`config.mk`:
```
export PLATFORM = sky130hd
export DESIGN_NAME = instr_fetch
export DESIGN_NICKNAME = d
export VERILOG_FILES = /design/src/rtl/instr_fetch.sv
export SDC_FILE = /design/constraint.sdc
export NUM_CORES = 1
export LEC_CHECK = 0
export BUFFER_PORTS_ARGS = -buffer_cell sky130_fd_sc_hd__buf_2
export CAP_MARGIN = 20
export CORE_UTILIZATION = 48
export DETAILED_ROUTE_END_ITERATION = 7
export GPL_TIMING_DRIVEN = 1
export PLACE_DENSITY = 0.82
export SLEW_MARGIN = 20
export SYNTH_ARGS = -nofsm -noshare
export SYNTH_HDL_FRONTEND = slang
export SYNTH_SLANG_ARGS = --single-unit
```
`constraint.sdc`:
```
create_clock -name clk -period 2.1 [get_ports clk]
set_input_delay 0.42 -clock clk [delete_from_list [all_inputs] [get_ports clk]]
set_output_delay 0.42 -clock clk [all_outputs]
set_load 0.05 [all_outputs]
```
`src/rtl/instr_fetch.sv`:
```
// Instruction fetch stage: fetches one word per instruction, launches the decoder with a
// one-cycle cs strobe, and advances pc only after the decoder acknowledges and completes.
module instr_fetch #(
  parameter int                ADDR_W   = 16,
  parameter int                PC_INC   = 1,
  parameter logic [ADDR_W-1:0] RESET_PC = '0,
  parameter int                CNT_W    = 16
) (
  input  logic              clk,
  input  logic              rst_n,
  input  logic              en,
  output logic              mem_rd,
  output logic [ADDR_W-1:0] mem_addr,
  input  logic [31:0]       mem_rdata,
  input  logic              mem_ready,
  output logic [31:0]       ir,
  output logic              cs,
  input  logic              ready1,
  input  logic              br_valid,
  input  logic [ADDR_W-1:0] br_target,
  output logic [ADDR_W-1:0] pc,
  output logic              busy,
  output logic [CNT_W-1:0]  retired
);

  typedef enum logic [2:0] {
    IDLE,
    FETCH,
    ISSUE,
    WAIT_ACK,
    WAIT_DONE
  } state_t;

  state_t state;

  assign mem_addr = pc;

  // Outputs are updated on the transition into the state that owns them, so each is a plain flop.
  always_ff @(posedge clk or negedge rst_n) begin
    if (!rst_n) begin
      state   <= IDLE;
      pc      <= RESET_PC;
      ir      <= '0;
      cs      <= 1'b0;
      mem_rd  <= 1'b0;
      busy    <= 1'b0;
      retired <= '0;
    end else begin
      case (state)
        IDLE: begin
          if (en) begin
            state  <= FETCH;
            mem_rd <= 1'b1;
            busy   <= 1'b1;
          end
        end
        FETCH: begin
          if (mem_ready) begin
            ir     <= mem_rdata;
            mem_rd <= 1'b0;
            cs     <= 1'b1;
            state  <= ISSUE;
          end
        end
        ISSUE: begin
          cs    <= 1'b0;
          state <= WAIT_ACK;
        end
        WAIT_ACK: begin
          if (!ready1) begin
            state <= WAIT_DONE;
          end
        end
        WAIT_DONE: begin
          if (ready1) begin
            retired <= retired + CNT_W'(1);
            pc      <= br_valid ? br_target : pc + ADDR_W'(PC_INC);
            if (en) begin
              state  <= FETCH;
              mem_rd <= 1'b1;
            end else begin
              state <= IDLE;
              busy  <= 1'b0;
            end
          end
        end
        default: begin
          state  <= IDLE;
          cs     <= 1'b0;
          mem_rd <= 1'b0;
          busy   <= 1'b0;
        end
      endcase
    end
  end

endmodule
```
==> reports/results.tsv <==
metric	value	unit
outcome	completed	
proportion of register bits with asynchronous set or reset after synthesis	1.00	
cell taking the most area after synthesis	sky130_fd_sc_hd__dfrtp_1	
number of synthesized register bits	70	
min setup slack post-route	406	ps
number of optimization iterations in the first detailed-route pass	4	
antenna violations before repair	0	
floorplan die width	86.1	microns
type of the setup path with the least slack	register to register	
Relative slew margins	0.598	
remaining number of nets flagged by the antenna check after routing	0	
sequential-to-total area share from yosys stat	0.516	
fraction of layout cells with a size suffix above 1	0.454	
Final Hold Fails	0	
Leak	2.08	nW
total number of vias	2738	
hold buffer count at CTS	0	
wire length after detailed routing	6830	microns
most frequent cells in the layout	136 x sky130_fd_sc_hd__buf_2, 70 x sky130_fd_sc_hd__dfrtp_1, 32 x sky130_fd_sc_hd__mux2_2	
top-area cell type share of the netlist area	0.516	
clock latency reported for the late side of the worst-skew pair	340	ps
distinct cell type count after synthesis	46	
post-DP HPWL	4900	microns
boundary pin count	137	
DRC viols	0	
buffers added on ports	136	
clock tree buffer depth	2	
CTS tree	done	
critical path launch point type	register	
global-route total usage across every layer	0.189	
number of cells in the design after placement	512	
CP required	2340	ps
most area-consuming cells after synthesis	sky130_fd_sc_hd__dfrtp_1 52%, sky130_fd_sc_hd__mux2_2 11%, sky130_fd_sc_hd__buf_4 4.4%	
Total Negative Setup Slacks	0	ps
maximum fanout along the worst path	8	
number of nets produced by synthesis	361	
Synth-to-Final Area Change	24.5	%
number of global-route vias before repair	2496	
final-report max-slew violation count	0	
flip-flop cell with the highest count after synthesis	sky130_fd_sc_hd__dfrtp_1	
starting density of the core	0.499	
final cell count without fillers	528	
count of cells resized by post-cts repair	0	
routed len/inst	12.9	microns
Area after DPL	4050	sq um
count of max-cap constraint violations	0	
actual transition at the worst max-transition pin	600	ps
total of warnings raised by yosys	0	
Row Count	30	
post-route cell area	4220	sq um
unrepaired setup endpoints after global routing	no	
wire length of the first global-routing pass	11200	microns
Final Util	0.621	
Worst Clk Skew	12.5	ps
standard cell core area	6790	sq um
total global routing overflow	0	
power consumption	6.66	mW
post-synthesis cell area	3390	sq um
syn avg cell area	11.1	sq um
Crit path arrival time	1940	ps
final cycle utilization of the critical path	0.807	
Clk Tree Root Cell	sky130_fd_sc_hd__clkbuf_8	
Die Y-Extent	86.1	microns
maximum level of the CTS H-tree	3	
tightest hold margin	79.2	ps
type of the most critical hold path	primary input to async pin	
minimum setup slack after placement	422	ps
final count of negative-setup-slack endpoints	0	
Worst setup EP type	register	
IR drop worst, VDD	1.00	mV
Max Freq	0.590	GHz
Final Net Count	483	
clock slew at reported path FFs	80	ps
time the worst path needs with I/O delays and setup	1690	ps
post-CTS setup buffer count	0	
weighted congestion at the end of routability-driven global placement	0.791	
number of vias per cell after detailed routing	5.19	
Post-synth EDFFs	0	
antenna fix cells	0	
gate count after technology mapping	305	
leading cell type in the layout, fill and taps excluded	sky130_fd_sc_hd__buf_2	
area enclosed by the die boundary	7410	sq um
pwr/cell area	1580	nW/um^2
total clock buffers created by CTS	9	
largest net degree at the start of global routing	71	
number of clock sinks seen by CTS	70	
Initial DRC Count	136	
report_power, final:
group	switching [mW]	internal (mW)	leakage (nW)
clock network	0.512	0.434	0.0793
logic	2.54	0.934	1.13
registers	0.419	1.83	0.879
total	3.47	3.19	2.08
cell type report:
type | instances | area (sq um)
Clock buffer | 10 | 128
Clock inverter | 6 | 45.0
Fill cell | 590 | 2570
Inverter | 6 | 22.5
Multi-Input combinational cell | 198 | 1400
Sequential cell | 70 | 1750
Tap cell | 96 | 120
Timing Repair Buffer | 142 | 751
cell usage after synthesis, types with 2 or more instances:
cell type	number
sky130_fd_sc_hd__and4_1	3
sky130_fd_sc_hd__nor2_1	19
sky130_fd_sc_hd__xor2_1	8
sky130_fd_sc_hd__o21ai_0	23
sky130_fd_sc_hd__o2bb2ai_1	3
sky130_fd_sc_hd__nand3b_1	5
sky130_fd_sc_hd__nand2b_1	2
sky130_fd_sc_hd__xnor2_1	7
sky130_fd_sc_hd__nand2_1	16
sky130_fd_sc_hd__nor3_1	9
sky130_fd_sc_hd__mux2i_1	2
sky130_fd_sc_hd__a211oi_1	4
sky130_fd_sc_hd__inv_1	6
sky130_fd_sc_hd__nand4_4	2
sky130_fd_sc_hd__clkbuf_1	2
sky130_fd_sc_hd__a31oi_1	2
sky130_fd_sc_hd__nand4_1	5
sky130_fd_sc_hd__buf_4	20
sky130_fd_sc_hd__buf_2	6
sky130_fd_sc_hd__dfrtp_1	70
sky130_fd_sc_hd__buf_6	2
sky130_fd_sc_hd__a21oi_1	13
sky130_fd_sc_hd__nor4_1	4
sky130_fd_sc_hd__nand3_1	10
sky130_fd_sc_hd__and3_1	6
sky130_fd_sc_hd__a311oi_1	4
sky130_fd_sc_hd__mux2_2	32
sky130_fd_sc_hd__ha_1	2
flip-flops by register name (all words and copies together), names as in the netlist:
name / count
busy: 1
mem_addr: 16
cs: 1
ir: 32
state: 3
mem_rd: 1
retired: 16
per-layer routing:
| metal | global-route usage | share of wire |
|---|---|---|
| met5 | 0 | 0 |
| met4 | 0.0909 | 0.020 |
| met3 | 0.0356 | 0.058 |
| met2 | 0.308 | 0.48 |
| met1 | 0.244 | 0.44 |
kinds of logic (layout without fill, tap and decap cells):
group                    Yosys count  in the layout  share of synthesized area
AO/OA/AOI/OAI                     55             55                     0.0981
XOR/XNOR                          15             15                     0.0387
adder cells (fa/ha/maj)            2              2                    0.00738
buffers and inverters             37            164                     0.0697
flip-flops                        70             70                      0.516
multiplexers                      34             34                      0.112
AND/OR/NAND/NOR                   92             92                      0.158
worst paths after layout:
kind / from / to / slack [ps] / cells after the start
worst max-delay path: mem_addr[0] / mem_addr[12] / 410 / 5
worst min-delay path: rst_n / retired[8] / 80 / 2
worst max register to register: mem_addr[0] / mem_addr[12] / 410 / 5
worst min register to register: retired[15] / retired[15] / 480 / 1
max in group asynchronous: rst_n / mem_addr[3] / 1700 / 2
min in group clk: mem_rdata[3] / ir[3] / 310 / 2
worst max-delay path, stage by stage (launching register included):
cell	delay (ps)
sky130_fd_sc_hd__dfrtp_1	460
sky130_fd_sc_hd__ha_1	280
sky130_fd_sc_hd__nand3_1	120
sky130_fd_sc_hd__nor2_1	330
sky130_fd_sc_hd__a311oi_1	160
sky130_fd_sc_hd__a311oi_1	260
Note: power is estimated with default switching activity, not from simulation.
